<file path="src/rtl/alu_result_fifo_pkg.sv">
// Shared constants and entry type for the ALU result FIFO.
// ALU_RESULT_FIFO_PARITY_EN widens each entry by one even-parity bit.
package alu_result_fifo_pkg;

    localparam int unsigned DefaultWidth = 4;
    localparam int unsigned DefaultDepth = 4;
    localparam int unsigned PtrW         = $clog2(DefaultDepth);
    localparam int unsigned CntW         = PtrW + 1;

`ifdef ALU_RESULT_FIFO_PARITY_EN
    localparam int unsigned ParBits = 1;
`else
    localparam int unsigned ParBits = 0;
`endif

    localparam int unsigned EntryW = DefaultWidth + ParBits;

    typedef logic [EntryW-1:0] entry_t;

endpackage

</file>
<file path="src/rtl/alu_result_fifo_if.sv">
// Valid/ready result bus between the ALU output stage, the FIFO and its consumer.
interface alu_result_fifo_if #(
    parameter int unsigned WIDTH = 4,
    parameter int unsigned DEPTH = 4
);
    localparam int unsigned CntW = $clog2(DEPTH) + 1;

    logic             in_valid;
    logic [WIDTH-1:0] in_data;
    logic             in_ready;
    logic             out_valid;
    logic [WIDTH-1:0] out_data;
    logic             out_ready;
    logic [CntW-1:0]  count;
    logic             overflow;
    logic             out_parity;

    modport master (
        output in_valid, in_data, out_ready,
        input  in_ready, out_valid, out_data, count, overflow, out_parity
    );

    modport slave (
        input  in_valid, in_data, out_ready,
        output in_ready, out_valid, out_data, count, overflow, out_parity
    );

endinterface

</file>
<file path="src/rtl/alu_result_fifo_mem.sv">
// Unreset register array: one synchronous write port, one asynchronous read port.
module alu_result_fifo_mem #(
    parameter int unsigned Width = 4,
    parameter int unsigned Depth = 4
) (
    input  logic                     clk_i,
    input  logic                     we_i,
    input  logic [$clog2(Depth)-1:0] waddr_i,
    input  logic [Width-1:0]         wdata_i,
    input  logic [$clog2(Depth)-1:0] raddr_i,
    output logic [Width-1:0]         rdata_o
);
    logic [Width-1:0] mem_q [Depth];
    logic [Width-1:0] mem_d [Depth];

    always_comb begin
        mem_d = mem_q;
        if (we_i) begin
            mem_d[waddr_i] = wdata_i;
        end
    end

    always_ff @(posedge clk_i) begin
        mem_q <= mem_d;
    end

    assign rdata_o = mem_q[raddr_i];

endmodule

</file>
<file path="src/rtl/alu_result_fifo.sv">
// Circular register FIFO buffering ALU results; drops and flags results when full.
// ALU_RESULT_FIFO_PARITY_EN stores an even-parity bit per entry and drives out_parity.
module alu_result_fifo
    import alu_result_fifo_pkg::*;
#(
    parameter int unsigned WIDTH = DefaultWidth,
    parameter int unsigned DEPTH = DefaultDepth
) (
    input logic              clk,
    input logic              reset,
    input logic              clr,
    alu_result_fifo_if.slave bus
);
    localparam int unsigned PW = $clog2(DEPTH);
    localparam int unsigned CW = PW + 1;
    localparam int unsigned EW = WIDTH + ParBits;

    logic [PW-1:0] wr_ptr_q, wr_ptr_d;
    logic [PW-1:0] rd_ptr_q, rd_ptr_d;
    logic [CW-1:0] count_q, count_d;
    logic          overflow_q, overflow_d;
    logic          in_ready, out_valid, push, pop;
    logic [EW-1:0] wr_entry, rd_entry;

    // Handshake decoded from registered count only: no out_ready -> in_ready path.
    assign in_ready  = (count_q != CW'(DEPTH));
    assign out_valid = (count_q != '0);
    assign push      = bus.in_valid && in_ready;
    assign pop       = out_valid && bus.out_ready;

    always_comb begin
        wr_ptr_d   = wr_ptr_q;
        rd_ptr_d   = rd_ptr_q;
        count_d    = count_q;
        overflow_d = overflow_q;
        if (clr) begin
            wr_ptr_d   = '0;
            rd_ptr_d   = '0;
            count_d    = '0;
            overflow_d = 1'b0;
        end else begin
            if (push) wr_ptr_d = wr_ptr_q + 1'b1;
            if (pop)  rd_ptr_d = rd_ptr_q + 1'b1;
            unique case ({push, pop})
                2'b10:   count_d = count_q + 1'b1;
                2'b01:   count_d = count_q - 1'b1;
                default: count_d = count_q;
            endcase
            if (bus.in_valid && !in_ready) overflow_d = 1'b1;
        end
    end

    always_ff @(posedge clk or posedge reset) begin
        if (reset) begin
            wr_ptr_q   <= '0;
            rd_ptr_q   <= '0;
            count_q    <= '0;
            overflow_q <= 1'b0;
        end else begin
            wr_ptr_q   <= wr_ptr_d;
            rd_ptr_q   <= rd_ptr_d;
            count_q    <= count_d;
            overflow_q <= overflow_d;
        end
    end

`ifdef ALU_RESULT_FIFO_PARITY_EN
    assign wr_entry       = {^bus.in_data, bus.in_data};
    assign bus.out_parity = out_valid ? rd_entry[WIDTH] : 1'b0;
`else
    assign wr_entry       = bus.in_data;
    assign bus.out_parity = 1'b0;
`endif

    alu_result_fifo_mem #(
        .Width (EW),
        .Depth (DEPTH)
    ) u_mem (
        .clk_i   (clk),
        .we_i    (push && !clr),
        .waddr_i (wr_ptr_q),
        .wdata_i (wr_entry),
        .raddr_i (rd_ptr_q),
        .rdata_o (rd_entry)
    );

    assign bus.in_ready  = in_ready;
    assign bus.out_valid = out_valid;
    assign bus.out_data  = out_valid ? rd_entry[WIDTH-1:0] : '0;
    assign bus.count     = count_q;
    assign bus.overflow  = overflow_q;

endmodule

</file>
<file path="src/flat_wrapper.sv">
// flat-port wrapper written by rule: the top's interface ports become plain ports
module alu_result_fifo_flat import alu_result_fifo_pkg::*;
#(
    parameter int unsigned WIDTH = DefaultWidth,
    parameter int unsigned DEPTH = DefaultDepth
)
  (clk, reset, clr, bus_in_valid, bus_in_data, bus_out_ready, bus_in_ready, bus_out_valid, bus_out_data, bus_count, bus_overflow, bus_out_parity);
  alu_result_fifo_if #(.WIDTH(WIDTH), .DEPTH(DEPTH)) bus_i ();
  input logic clk;
  input logic reset;
  input logic clr;
  input wire logic [$bits(bus_i.in_valid)-1:0] bus_in_valid;
  input wire logic [$bits(bus_i.in_data)-1:0] bus_in_data;
  input wire logic [$bits(bus_i.out_ready)-1:0] bus_out_ready;
  output wire logic [$bits(bus_i.in_ready)-1:0] bus_in_ready;
  output wire logic [$bits(bus_i.out_valid)-1:0] bus_out_valid;
  output wire logic [$bits(bus_i.out_data)-1:0] bus_out_data;
  output wire logic [$bits(bus_i.count)-1:0] bus_count;
  output wire logic [$bits(bus_i.overflow)-1:0] bus_overflow;
  output wire logic [$bits(bus_i.out_parity)-1:0] bus_out_parity;
  assign bus_i.in_valid = bus_in_valid;
  assign bus_i.in_data = bus_in_data;
  assign bus_i.out_ready = bus_out_ready;
  assign bus_in_ready = bus_i.in_ready;
  assign bus_out_valid = bus_i.out_valid;
  assign bus_out_data = bus_i.out_data;
  assign bus_count = bus_i.count;
  assign bus_overflow = bus_i.overflow;
  assign bus_out_parity = bus_i.out_parity;
  alu_result_fifo #(.WIDTH(WIDTH), .DEPTH(DEPTH)) u_core (.clk(clk), .reset(reset), .clr(clr), .bus(bus_i));
endmodule
</file>
<file path="config.mk">
export PLATFORM = sky130hd
export DESIGN_NAME = alu_result_fifo_flat
export DESIGN_NICKNAME = d
export VERILOG_FILES = /design/src/rtl/alu_result_fifo_pkg.sv /design/src/rtl/alu_result_fifo_if.sv /design/src/rtl/alu_result_fifo_mem.sv /design/src/rtl/alu_result_fifo.sv /design/src/flat_wrapper.sv
export SDC_FILE = /design/constraint.sdc
export NUM_CORES = 1
export LEC_CHECK = 0
export CORE_ASPECT_RATIO = 0.7
export CORE_MARGIN = 2
export CORE_UTILIZATION = 55
export CTS_CLUSTER_DIAMETER = 100
export DETAILED_ROUTE_END_ITERATION = 7
export DONT_BUFFER_PORTS = 1
export PLACE_DENSITY = 0.73
export SETUP_SLACK_MARGIN = 0.3
export SKIP_CTS_REPAIR_TIMING = 1
export SYNTH_ARGS = -nofsm -noshare
export SYNTH_HDL_FRONTEND = slang
export SYNTH_SLANG_ARGS = --single-unit
</file>
<file path="constraint.sdc">
create_clock -name clk -period 2.5 [get_ports clk]
set_input_delay 0 -clock clk [delete_from_list [all_inputs] [get_ports clk]]
set_output_delay 0 -clock clk [all_outputs]
set_load 0.1 [all_outputs]
</file>
==> impl_metrics.yaml <==
global_route:
  grt_pass1_vias: 695
  grt_max_degree: 14
  antenna_found_initial: 0
  grt.total_usage: 0.185
  use_met2: 0.280
  grtUsageMet3: 0.0671
  grt_overflow_total: 0
  busiest_layer: "met2"
  grt_first_pass_wirelength_mm: 3.33
  met1_usage: 0.259
finish:
  synthToLayoutAreaGrowth_pct: 17.7
  postLayoutCoreUtil: 0.674
  nets: 126
  drive_above_1_share: 0.270
  num_antenna_cells: 0
clock_network:
  cts_tree: "built"
  clkSlewWorstSetupHoldPaths_ns: 0.12
  cts_max_path_buffers: 2
  cts_root_buf: "clkbuf_4"
  cts_sinks: 24
  cts_made_buffers: 3
  clk_latency_ns: 0.31
  ctsHtreeMaxLevel: 1
synthesis:
  synthDistinctLibCells: 36
  async_flop_share: 0.333
  synth_top_area_frac: 0.396
  yosysTopAreaCell: "edfxtp_1"
  ys_warn_count: 0
  syn_avg_cell_area_sq_um: 12.8
  synth_flop_cell: "edfxtp_1"
  synth_fp_nets: 109
  yosysMostFrequentCell: "edfxtp_1"
  netlist_instances: 95
  synth_top_cells_by_area: "edfxtp_1, dfrtp_1, mux4_2"
  synth_edf_count: 16
  netlist_area_sq_mm: 0.00121
  synth_common_cells: "edfxtp_1, dfrtp_1, inv_1"
  synth-seq-cells: 24
  seq_area_frac_synth: 0.561
die:
  start_util: 0.573
  core-area_sq_mm: 0.00212
  rows: 14
  die_x_microns: 60.1
  die_h_microns: 43.3
  io_pins: 20
  die_area_sq_mm: 0.00260
setup_path:
  max_stage_delay_ns: 0.57
  r2r_start: "u_core.bus.count[2]$_DFFE_PP0P_"
  crit_type: "reg2reg"
  rrSetupSlack_ns: 0.38
  path_max_fanout: 8
  end_kind: "flop"
  cp-start-kind: "flop"
  crit_required_ns: 2.70
  path_cells: "buf_4 > mux2_2 > o2111ai_1 > a21oi_1 > dlygate4sd3_1"
  crit_arrival_ns: 2.32
  cp-startpoint: "u_core.bus.count[2]$_DFFE_PP0P_"
  slowest_stage: "dlygate4sd3_1"
route:
  wirelength_mm: 2.21
  vias: 769
  routedWlPerCell_microns: 15.4
  viasPerCell: 5.38
  drt_iter0_drc: 33
  drtAntennaViolNets: 0
  first_pass_iters: 6
  post-route-drc-count: 0
pwr:
  irDropWorstVdd_mv: 0.382
  p_per_area_mw_per_mm2: 730
  p_leak_nw: 0.542
hold_path:
  hp-start: "bus_out_ready"
  min_path_type: "in2reg"
sta:
  maxSlewHeadroom: 0.452
  slew_viol_final: 0
  fin_skew_ns: 0.00433
  rsz0062_at_grt: "no"
  timing.fmax_mhz: 472
  final-hold-violation-count: 1
  setup_viol: 0
  worstMarginPinSlew_ns: 0.821
  holdWs_ns: -0.0193
  fin_crit_sh: 0.847
  fin_crit_ns: 2.12
  tns_ns: 0
status:
  status: "complete, but fails checks"
  violations: "hold timing"
place:
  gp_congestion: 0.775
  portBuffers: 0
  dp_hpwl_mm: 1.59
flow_run:
  maxCapViolations: 0
-- registers in the layout (all words and copies together), names as in the netlist --
register and flops:
u_core.u_mem.mem_q 16, u_core.bus.count 3, u_core.rd_ptr_q 2, u_core.wr_ptr_q 2, u_core.bus.overflow 1
-- cells by family after synthesis --
logic type               share of synthesized area
AND/OR/NAND/NOR                              0.129
buffers and inverters                       0.0618
adder cells (fa/ha/maj)                     0.0577
flip-flops                                   0.561
AO/OA/AOI/OAI                               0.0825
multiplexers                                0.0835
XOR/XNOR                                    0.0217
other                                      0.00309
-- worst paths after layout --
check	to	depth (start not counted)
worst max-delay path	u_core.bus.count[0]$_DFFE_PP0P_	5
worst min-delay path	u_core.bus.count[2]$_DFFE_PP0P_	3
min in group asynchronous	u_core.rd_ptr_q[0]$_DFFE_PP0P_	2
worst min register to register	u_core.wr_ptr_q[1]$_DFFE_PP0P_	2
worst max register to register	u_core.bus.count[0]$_DFFE_PP0P_	5
max in group asynchronous	u_core.bus.count[1]$_DFFE_PP0P_	2
-- critical path, delay by kind of cell, from the launching register on --
kind | cells | cell delay, ns
buffers and inverters | 2 | 0.90
muxes | 1 | 0.40
DFF | 1 | 0.39
AOI/OAI and AO/OA | 2 | 0.32
-- report_power, final --
part | internal [mW] | switching (mW)
sequential | 0.445 | 0.0321
clock | 0.0891 | 0.108
combinational | 0.103 | 0.265
total | 0.638 | 0.405
-- routing by layer --
metal  up-vias  routed length [microns]
li1        369                        -
met1       368                      980
met2        29                     1070
met3         3                      141
met4         0                       18
met5         -                        0
-- area by class of cell --
cell class / count / area, sq um
repair buffers: 19 / 165
fillers: 167 / 691
clock buffers: 4 / 36.3
inverters: 8 / 30.0
well taps: 32 / 40.0
multi-input cells: 56 / 473
flip-flops and latches: 24 / 684
-- metrics by stage --
stage          setup slack (ns)  total power [mW]  cell area (sq um)  hold WS, ns  std cells
3_5_place_dp              0.485             0.833               1300       -0.141        130
5_1_grt                   0.324              1.09               1430     0.000564        143
6_report                  0.382              1.04               1430      -0.0193        143
2_1_floorplan            0.0944             0.780               1220       -0.185         95
3_3_place_gp              0.559             0.826               1300       -0.148        130
4_1_cts                   0.471              1.03               1340       -0.493        134
-- layout by cell type, fill, tap and decap left out, types with 2 or more instances in the layout --
master	n
o211ai_1	2
nand3_1	4
o2111ai_1	2
nor2_1	5
and2_1	4
ha_1	4
xor2_1	2
clkbuf_4	3
dfrtp_2	3
nor2b_2	4
buf_4	10
dlygate4sd3_1	9
dfrtp_1	5
edfxtp_1	16
o21ai_0	2
inv_1	8
mux4_2	4
a21oi_1	4
No activity file was read; power rests on OpenSTA's default activity.
